===== config.mk =====
export PLATFORM = sky130hd
export DESIGN_NAME = multicycle_controller
export DESIGN_NICKNAME = d
export VERILOG_FILES = /design/src/rtl/multicycle_controller.sv
export SDC_FILE = /design/constraint.sdc
export NUM_CORES = 1
export LEC_CHECK = 0
export ABC_AREA = 1
export BUFFER_PORTS_ARGS = -buffer_cell sky130_fd_sc_hd__buf_2
export CORE_AREA = 2 2 39 41
export CTS_BUF_LIST = sky130_fd_sc_hd__clkbuf_4
export DETAILED_ROUTE_END_ITERATION = 12
export DIE_AREA = 0 0 41 43
export PLACE_DENSITY = 0.76
export SYNTH_ARGS = -nofsm -noshare
export SYNTH_HDL_FRONTEND = slang
export SYNTH_SLANG_ARGS = --single-unit

===== constraint.sdc =====
create_clock -name clk_i -period 3.72 [get_ports clk_i]
set_clock_uncertainty 0.15 [all_clocks]
set_input_delay 0.744 -clock clk_i [delete_from_list [all_inputs] [get_ports clk_i]]
set_output_delay 0.744 -clock clk_i [all_outputs]
set_load 0.05 [all_outputs]

===== src/rtl/multicycle_controller.sv =====
// multicycle_controller
//   Main control FSM for the multicycle RV32I core. Sequences the shared ALU,
//   the unified instruction/data memory port and the register file across
//   several cycles per instruction, stalling on mem_ready_i.
//
// Ports
//   clk_i, rst_i     clock, synchronous active-high reset
//   op_i[6:0]        opcode from the instruction register
//   mem_ready_i      memory completes the current access this cycle
//   mem_req_o        memory access requested
//   adr_src_o        address select: 0 = PC, 1 = ALU result register
//   mem_write_o      store strobe
//   ir_write_o       load IR and old-PC register
//   pc_write_o       unconditional PC write
//   branch_o         PC write if ALU zero
//   reg_write_o      register-file write
//   result_src_o[1:0]  00 ALU result reg, 01 mem data reg, 10 ALU output
//   alu_src_a_o[1:0]   00 PC, 01 old PC, 10 rs1
//   alu_src_b_o[1:0]   00 rs2, 01 immediate, 10 constant 4
//   alu_op_o[1:0]      00 add, 01 sub/compare, 10 funct-decoded, 11 pass B
//   imm_src_o        immediate format (imm_src_t)
//   illegal_o        pulse on unsupported opcode in DECODE
//   instr_done_o     pulse in the last cycle of every instruction

package imm_pkg;
  typedef enum logic [2:0] {
    IMM_I = 3'd0,
    IMM_S = 3'd1,
    IMM_B = 3'd2,
    IMM_U = 3'd3,
    IMM_J = 3'd4
  } imm_src_t;
endpackage

module multicycle_controller
  import imm_pkg::*;
(
  input  logic       clk_i,
  input  logic       rst_i,
  input  logic [6:0] op_i,
  input  logic       mem_ready_i,
  output logic       mem_req_o,
  output logic       adr_src_o,
  output logic       mem_write_o,
  output logic       ir_write_o,
  output logic       pc_write_o,
  output logic       branch_o,
  output logic       reg_write_o,
  output logic [1:0] result_src_o,
  output logic [1:0] alu_src_a_o,
  output logic [1:0] alu_src_b_o,
  output logic [1:0] alu_op_o,
  output imm_src_t   imm_src_o,
  output logic       illegal_o,
  output logic       instr_done_o
);

  localparam logic [6:0] OP_LW   = 7'b0000011;
  localparam logic [6:0] OP_SW   = 7'b0100011;
  localparam logic [6:0] OP_R    = 7'b0110011;
  localparam logic [6:0] OP_I    = 7'b0010011;
  localparam logic [6:0] OP_LUI  = 7'b0110111;
  localparam logic [6:0] OP_BEQ  = 7'b1100011;
  localparam logic [6:0] OP_JAL  = 7'b1101111;

  typedef enum logic [3:0] {
    S_FETCH, S_DECODE, S_MEMADR, S_MEMREAD, S_MEMWB, S_MEMWRITE,
    S_EXECR, S_EXECI, S_EXECLUI, S_ALUWB, S_BEQ, S_JAL
  } state_t;

  state_t state, state_nxt;

  always_ff @(posedge clk_i) begin
    if (rst_i) state <= S_FETCH;
    else       state <= state_nxt;
  end

  always_comb begin
    state_nxt    = state;
    mem_req_o    = 1'b0;
    adr_src_o    = 1'b0;
    mem_write_o  = 1'b0;
    ir_write_o   = 1'b0;
    pc_write_o   = 1'b0;
    branch_o     = 1'b0;
    reg_write_o  = 1'b0;
    result_src_o = 2'b00;
    alu_src_a_o  = 2'b00;
    alu_src_b_o  = 2'b00;
    alu_op_o     = 2'b00;
    illegal_o    = 1'b0;
    instr_done_o = 1'b0;

    case (state)
      S_FETCH: begin
        // PC + 4 is formed on the ALU output and written straight back.
        mem_req_o    = 1'b1;
        alu_src_b_o  = 2'b10;
        result_src_o = 2'b10;
        ir_write_o   = mem_ready_i;
        pc_write_o   = mem_ready_i;
        if (mem_ready_i) state_nxt = S_DECODE;
      end
      S_DECODE: begin
        // old PC + imm: branch target lands in the ALU result register.
        alu_src_a_o = 2'b01;
        alu_src_b_o = 2'b01;
        case (op_i)
          OP_LW, OP_SW: state_nxt = S_MEMADR;
          OP_R:         state_nxt = S_EXECR;
          OP_I:         state_nxt = S_EXECI;
          OP_LUI:       state_nxt = S_EXECLUI;
          OP_BEQ:       state_nxt = S_BEQ;
          OP_JAL:       state_nxt = S_JAL;
          default: begin
            state_nxt    = S_FETCH;
            illegal_o    = 1'b1;
            instr_done_o = 1'b1;
          end
        endcase
      end
      S_MEMADR: begin
        alu_src_a_o = 2'b10;
        alu_src_b_o = 2'b01;
        state_nxt   = (op_i == OP_LW) ? S_MEMREAD : S_MEMWRITE;
      end
      S_MEMREAD: begin
        mem_req_o = 1'b1;
        adr_src_o = 1'b1;
        if (mem_ready_i) state_nxt = S_MEMWB;
      end
      S_MEMWB: begin
        result_src_o = 2'b01;
        reg_write_o  = 1'b1;
        instr_done_o = 1'b1;
        state_nxt    = S_FETCH;
      end
      S_MEMWRITE: begin
        mem_req_o   = 1'b1;
        adr_src_o   = 1'b1;
        mem_write_o = 1'b1;
        if (mem_ready_i) begin
          instr_done_o = 1'b1;
          state_nxt    = S_FETCH;
        end
      end
      S_EXECR: begin
        alu_src_a_o = 2'b10;
        alu_op_o    = 2'b10;
        state_nxt   = S_ALUWB;
      end
      S_EXECI: begin
        alu_src_a_o = 2'b10;
        alu_src_b_o = 2'b01;
        alu_op_o    = 2'b10;
        state_nxt   = S_ALUWB;
      end
      S_EXECLUI: begin
        alu_src_b_o = 2'b01;
        alu_op_o    = 2'b11;
        state_nxt   = S_ALUWB;
      end
      S_ALUWB: begin
        reg_write_o  = 1'b1;
        instr_done_o = 1'b1;
        state_nxt    = S_FETCH;
      end
      S_BEQ: begin
        // Target precomputed in DECODE sits in the result register.
        alu_src_a_o  = 2'b10;
        alu_op_o     = 2'b01;
        branch_o     = 1'b1;
        instr_done_o = 1'b1;
        state_nxt    = S_FETCH;
      end
      S_JAL: begin
        // PC <- target; old PC + 4 is computed now and written back in ALUWB.
        alu_src_a_o = 2'b01;
        alu_src_b_o = 2'b10;
        pc_write_o  = 1'b1;
        state_nxt   = S_ALUWB;
      end
      default: state_nxt = S_FETCH;
    endcase

    // Reset kills every strobe and parks the selects at their FETCH values,
    // so an instruction caught mid-flight never commits a write.
    if (rst_i) begin
      mem_req_o    = 1'b0;
      adr_src_o    = 1'b0;
      mem_write_o  = 1'b0;
      ir_write_o   = 1'b0;
      pc_write_o   = 1'b0;
      branch_o     = 1'b0;
      reg_write_o  = 1'b0;
      illegal_o    = 1'b0;
      instr_done_o = 1'b0;
      result_src_o = 2'b10;
      alu_src_a_o  = 2'b00;
      alu_src_b_o  = 2'b10;
      alu_op_o     = 2'b00;
    end
  end

  always_comb begin
    case (op_i)
      OP_SW:   imm_src_o = IMM_S;
      OP_BEQ:  imm_src_o = IMM_B;
      OP_JAL:  imm_src_o = IMM_J;
      OP_LUI:  imm_src_o = IMM_U;
      default: imm_src_o = IMM_I;
    endcase
  end

endmodule


==> results.md, run 1 <==
* Status: finished clean
* R2R Setup Slk at 2300 ps
* Global route total overflow at 0
* Clk buf depth at 2
* Worst hold-check path type: register to register
* Initial antenna violation count at 0
* Gate power share at 0.408
* Buffers and inverters on the worst path at 3
* Chip width at 41 um
* Post-CTS setup buffers at 0
* DP HPWL at 1260 um
* Die height at 43 um
* RSZ-0062 raised after global routing: false
* Switch Pwr at 0.0738 mW
* Synth unique cells at 21
* Layout Nets at 160
* Initial Util at 0.439
* Worst-Skew Late Latency at 240 ps
* Clk slew on worst S/H paths at 40 ps
* Endpoint, Worst Hold: state[2]
* WL final at 1530 um
* Gpl congestion at 0.825
* Endpoints failing setup at 0
* Post-Syn Nets at 128
* WHS at 547 ps
* YS warnings at 0
* Startpoint Class: primary input
* Cell family with most CP delay: simple AND/OR/NAND/NOR gates
* MaxCap Viol Count at 0
* Sw Ratio at 0.430
* Final period utilization at 0.731
* Fillers at 155
* Average size of a mapped cell at 5.15 um^2
* Max Slew Vio Count at 0
* Register area at 80.1 um^2
* Worst slew pin tran at 312 ps
* Via count at 795
* Pre-Repair DR Iteration Count at 4
* CTS tree: done
* Io pins at 30
* Critical-path maximum fanout at 5
* Area Overhead vs Synth at 29.0%
* Crit-path cells: buf_2 > inv_1 > nand2_1 > nor2_1 > nand2_1 > nand2_1 > nor2_1 > nand3_1 > nand2_1 > buf_2
* Max VDD drop at 0.000139 V
* Pwr dens at 219 nW/um^2
* Pleak at 0.505 nW
* Synthesized flop and latch total at 4
* Worst hold stages at 4
* Crit path kind: primary input to output port
* Max H-tree Level at 1
* Worst setup path start: op_i[3]
* Layout cells sized above 1 at 0.297
* Rel. slew slack at 0.791
* Largest reg by FF count: state
* Hold-fix buffers at CTS at 0
* Number of diodes at 0
* Fin util at 0.567
* Syn Inst Count at 118
* Clock network fraction of total power at 0.328
* Core area at 1380 um^2
* Die area at 1760 um^2
* Post-CTS Resized at 0
* Clock root cell: clkbuf_4
* Post-DRT Antenna Nets at 0
* Overall global routing resource usage at 0.203
* Reg2reg start: state[3]
* Final worst slack at 1000 ps
* Row count at 14
* Initial DRC Count at 15
* Vias in the first global route at 655
* Setup tns final at 0 ps
* CTS buffer count at 3
* Pre-CTS setup slack at 1000 ps
* First-pass GRT wire length at 2500 um
* Worst Setup End Kind: output port
* RR Endpoint: state[2]
* Final-report hold violation count at 0
* IO buf count at 29
* Largest net degree at the start of global routing at 18
* Internal power at 0.0979 mW
* Clock sink total at 4
* Sequential area share after synthesis at 0.132
* Worst r2r path cells at 7
* Critical Path RT at 2830 ps
* Most used cell, CP: nand2_1
* Top flop regs: state x4
* Largest register FFs at 4
* Routed vias/inst at 4.85
* Worst path slowest cell: nor2_1
* Startpoint of the worst hold path: state[0]
* Max Clk Rate at 368 MHz
* WP data arrival at 1820 ps
* Post-layout min period at 2720 ps
* Area occupied by multi-input gates at 445 um^2
* Slowest cell delay on critical path at 220 ps
* DR DRC count at 0
* WL per Instance at 9.31 um
* Seq pwr share at 0.264
* Mapped cell area at 608 um^2
how the worst max path moves through the flow:
stage	end	cells after the start	slack, ps
global placement	instr_done_o	10	1020
finish	instr_done_o	10	1000
floorplan	instr_done_o	8	850
global route	instr_done_o	10	880
detailed placement	instr_done_o	10	1000
CTS	instr_done_o	10	1000
logic make-up after synthesis:
logic type	share of synthesized area
AND/OR/NAND/NOR	0.570
AO/OA/AOI/OAI	0.163
flip-flops	0.132
buffers and inverters	0.136
final cells by class:
cell class / count / area share
well taps: 16 / 0.0255
multi-input cells: 93 / 0.568
inverters: 19 / 0.0909
flip-flops and latches: 4 / 0.102
clock buffers: 3 / 0.0287
repair buffers: 29 / 0.185
routing by layer:
| layer | track usage | share of wire | up-vias |
|---|---|---|---|
| li1 | - | - | 435 |
| met2 | 0.338 | 0.49 | 27 |
| met3 | 0.0471 | 0.058 | 3 |
| met5 | 0 | 0 | - |
| met4 | 0.0800 | 0.0098 | 0 |
| met1 | 0.236 | 0.44 | 330 |
cells in the final DEF (no fill, tap or decap), types with 3 or more instances in the layout:
master     n
nand3_1   10
inv_2      3
nor2_1    19
dfxtp_1    4
inv_1     16
clkbuf_4   3
nor2_2     3
buf_2     29
nand4_1    3
nand2_1   35
a21oi_1    9
synth_stat cells:
cell type  count  area share
inv_1         16       0.099
nor2_1        19        0.12
a21oi_1        9       0.074
a31oi_1        2       0.021
o21ai_0        2       0.016
nand3_1       10       0.082
nor2_4         2       0.037
nand2_1       35        0.22
nor2_2         3       0.031
nand4_1        3       0.031
nand2_2        1       0.010
nand2_4        1       0.019
a22oi_1        1       0.012
o211ai_1       2       0.025
inv_2          3       0.019
nand3_2        1       0.016
buf_4          1       0.012
clkbuf_1       1      0.0062
and3_1         1       0.010
dfxtp_1        4        0.13
a21oi_2        1       0.014
power groups by stage:
stage | Clock (mW) | Sequential (mW) | Combinational (mW)
floorplan | 0 | 0.0459 | 0.0536
global placement | 0 | 0.0460 | 0.0696
detailed placement | 0 | 0.0460 | 0.0701
CTS | 0.0567 | 0.0453 | 0.0702
global route | 0.0602 | 0.0456 | 0.0766
finish | 0.0563 | 0.0453 | 0.0700
tightest hold or removal path: stages (launching register included):
cell and delay (ps):
dfxtp_1 310, inv_1 100, nor2_2 60, nand3_1 100, a21oi_1 80
through the flow:
| stage | instance area, um^2 | total power, mW | std cells |
|---|---|---|---|
| finish | 785 | 0.172 | 164 |
| global route | 785 | 0.182 | 164 |
| CTS | 785 | 0.172 | 164 |
| detailed placement | 762 | 0.116 | 161 |
| global placement | 762 | 0.116 | 161 |
| floorplan | 608 | 0.0995 | 118 |
Power figures use the tool's default switching activity.
==> inputs of run 2 (changes only) <==
--- a/config.mk
+++ b/config.mk
@@ -7,11 +7,11 @@
 export LEC_CHECK = 0
 export ABC_AREA = 1
 export BUFFER_PORTS_ARGS = -buffer_cell sky130_fd_sc_hd__buf_2
-export CORE_AREA = 2 2 39 41
+export CORE_MARGIN = 2
+export CORE_UTILIZATION = 42
 export CTS_BUF_LIST = sky130_fd_sc_hd__clkbuf_4
 export DETAILED_ROUTE_END_ITERATION = 12
-export DIE_AREA = 0 0 41 43
-export PLACE_DENSITY = 0.76
+export PLACE_DENSITY = 0.73
 export SYNTH_ARGS = -nofsm -noshare
 export SYNTH_HDL_FRONTEND = slang
 export SYNTH_SLANG_ARGS = --single-unit
==> constraint.sdc (replaced) <==
create_clock -name clk_i -period 2.5 [get_ports clk_i]
set_clock_uncertainty 0.15 [all_clocks]
set_input_delay 0.5 -clock clk_i [delete_from_list [all_inputs] [get_ports clk_i]]
set_output_delay 0.5 -clock clk_i [all_outputs]
set_load 0.05 [all_outputs]
==> run 2 against run 1 <==
  * Worst hold slack got worse by 72 ps
  * Sequential share of layout area barely moved
  * Largest cell class unchanged
  * Critical path depth fell by 3
  * Highest routed layer is now met3
  * Largest power group unchanged
  * Critical path type is now register to output port
  * Die area up 0.29%
  * Flip-flop and latch count unchanged
==> results.md, run 2 (synthesis gave the netlist of run 1 again) <==
* CTS buffer count at 3 (unchanged)
* IO buf count at 29 (unchanged)
* Crit path kind: register to output port
* Gpl congestion at 0.857 (+3.9%)
* Setup tns final at 0 ps (unchanged)
* Pre-Repair DR Iteration Count at 4 (unchanged)
* Area Overhead vs Synth at 28.8%
* Max VDD drop at 0.000205 V (+48%)
* Worst Setup End Kind: output port
* Post-DRT Antenna Nets at 0 (unchanged)
* DR DRC count at 0 (unchanged)
* MaxCap Viol Count at 0 (unchanged)
* Final-report hold violation count at 0 (unchanged)
* Core area at 1330 um^2 (-3.6%)
* Pre-CTS setup slack at 281 ps (-723 ps)
* Largest net degree at the start of global routing at 18 (unchanged)
* Fin util at 0.587 (+0.0203)
* Largest reg by FF count: state
* Overall global routing resource usage at 0.190 (-0.0135)
* Startpoint Class: register
* Worst r2r path cells at 6 (-1)
* WP data arrival at 1630 ps (-190 ps)
* Top flop regs: state x4
* Vias in the first global route at 667 (+1.8%)
* Commonest non-fill, non-tap cell in the layout: nand2_1
* Clk slew on worst S/H paths at 40 ps (about the same)
* Final period utilization at 0.912
* Initial DRC Count at 16 (+1)
* Placed cells at 160 (-0.62%)
* GR Util met2 at 0.297 (-0.0406)
* Final worst slack at 220 ps (-781 ps)
* Io pins at 30 (unchanged)
* Via count at 805 (+1.3%)
* Critical-path maximum fanout at 6 (+1)
* Most frequent cells in the layout: 35 x nand2_1, 29 x buf_2, 19 x nor2_1, 16 x inv_1, 10 x nand3_1
* Global route total overflow at 0 (unchanged)
* Initial antenna violation count at 0 (unchanged)
* Clk buf depth at 2 (unchanged)
* Final std cells w/o fill at 163 (-0.61%)
* Grt peak-use layer: met2
* Final Power at 0.252 mW (+47%)
* CTS tree: done
* Endpoints failing setup at 0 (unchanged)
* Layout cells sized above 1 at 0.297 (unchanged)
* Pwr dens at 322 nW/um^2 (+47%)
* Met3 usage at 0.0431 (-0.00402)
* RSZ-0062 raised after global routing: false
* Global routing usage on met1 at 0.265 (+0.0285)
* Clock root cell: clkbuf_4
* Rel. slew slack at 0.774 (-0.0174)
* Clock sink total at 4 (unchanged)
* Chip width at 42.1 um (+2.6%)
* Max Slew Vio Count at 0 (unchanged)
* Post-layout min period at 2280 ps
* WL per Instance at 9.64 um (+3.5%)
* Die height at 42.1 um (-2.2%)
* Largest register FFs at 4 (unchanged)
* Worst slew pin tran at 338 ps (+26.1 ps)
* Die area at 1770 um^2 (+0.29%)
* Max H-tree Level at 1 (unchanged)
* Post-CTS Resized at 0 (unchanged)
* Max Clk Rate at 439 MHz
* Layout Nets at 160 (unchanged)
* Status: finished clean
* Worst-Skew Late Latency at 230 ps (about the same)
* Worst hold-check path type: primary input to register
* Row count at 13 (-1)
* Post-CTS setup buffers at 0 (unchanged)
* Critical Path RT at 1850 ps (-980 ps)
* Initial Util at 0.456 (+0.0165)
* Pleak at 0.505 nW (unchanged)
* Routed vias/inst at 4.94 (+1.9%)
* Number of diodes at 0 (unchanged)
* WL final at 1570 um (+2.9%)
* DP HPWL at 1330 um (+6.3%)
* First-pass GRT wire length at 2700 um (+7.7%)
* Worst hold stages at 2 (-2)
* Hold-fix buffers at CTS at 0 (unchanged)
run 2: cell counts in the layout (fill, tap and decap cells not counted):
Identical to the previous run, type by type.
run 2: path summary, 6_finish.rpt:
check | from | end | slack [ps]
worst min register to register | state[0] | state[2] | 530
worst min-delay path | rst_i | state[0] | 480
worst max register to register | state[1] | state[0] | 1080
worst max-delay path | state[2] | instr_done_o | 220
run 2: area by class of cell:
type,count,area (um^2)
inverters,19,71.3
multi-input cells,93,445
clock buffers,3,22.5
repair buffers,29,145
well taps,15,18.8
fillers,151,551
flip-flops and latches,4,80.1
run 2: metrics by stage:
stage / instance area (um^2) / hold slack (ps)
3_3_place_gp: 761 / 538
5_1_grt: 783 / 500
6_report: 783 / 475
2_1_floorplan: 608 / 483
3_5_place_dp: 761 / 549
4_1_cts: 783 / 475
run 2: critical path, cell delays in order (launching register included):
cell and delay (ps):
dfxtp_1 420, inv_2 60, nor2_2 180, nand2_1 150, o211ai_1 200, nand2_1 70
nand2_1 60, buf_2 250
run 2: report_power, final:
group	total (mW)	switching, mW	internal [mW]
logic	0.106	0.0798	0.0257
registers	0.0675	0.00149	0.0660
clock network	0.0792	0.0256	0.0536
total	0.252	0.107	0.145
run 2: per-layer routing:
layer	up-vias	wire [um]
li1	442	-
met1	329	743
met2	34	718
met3	0	109
met4	0	0
met5	-	0
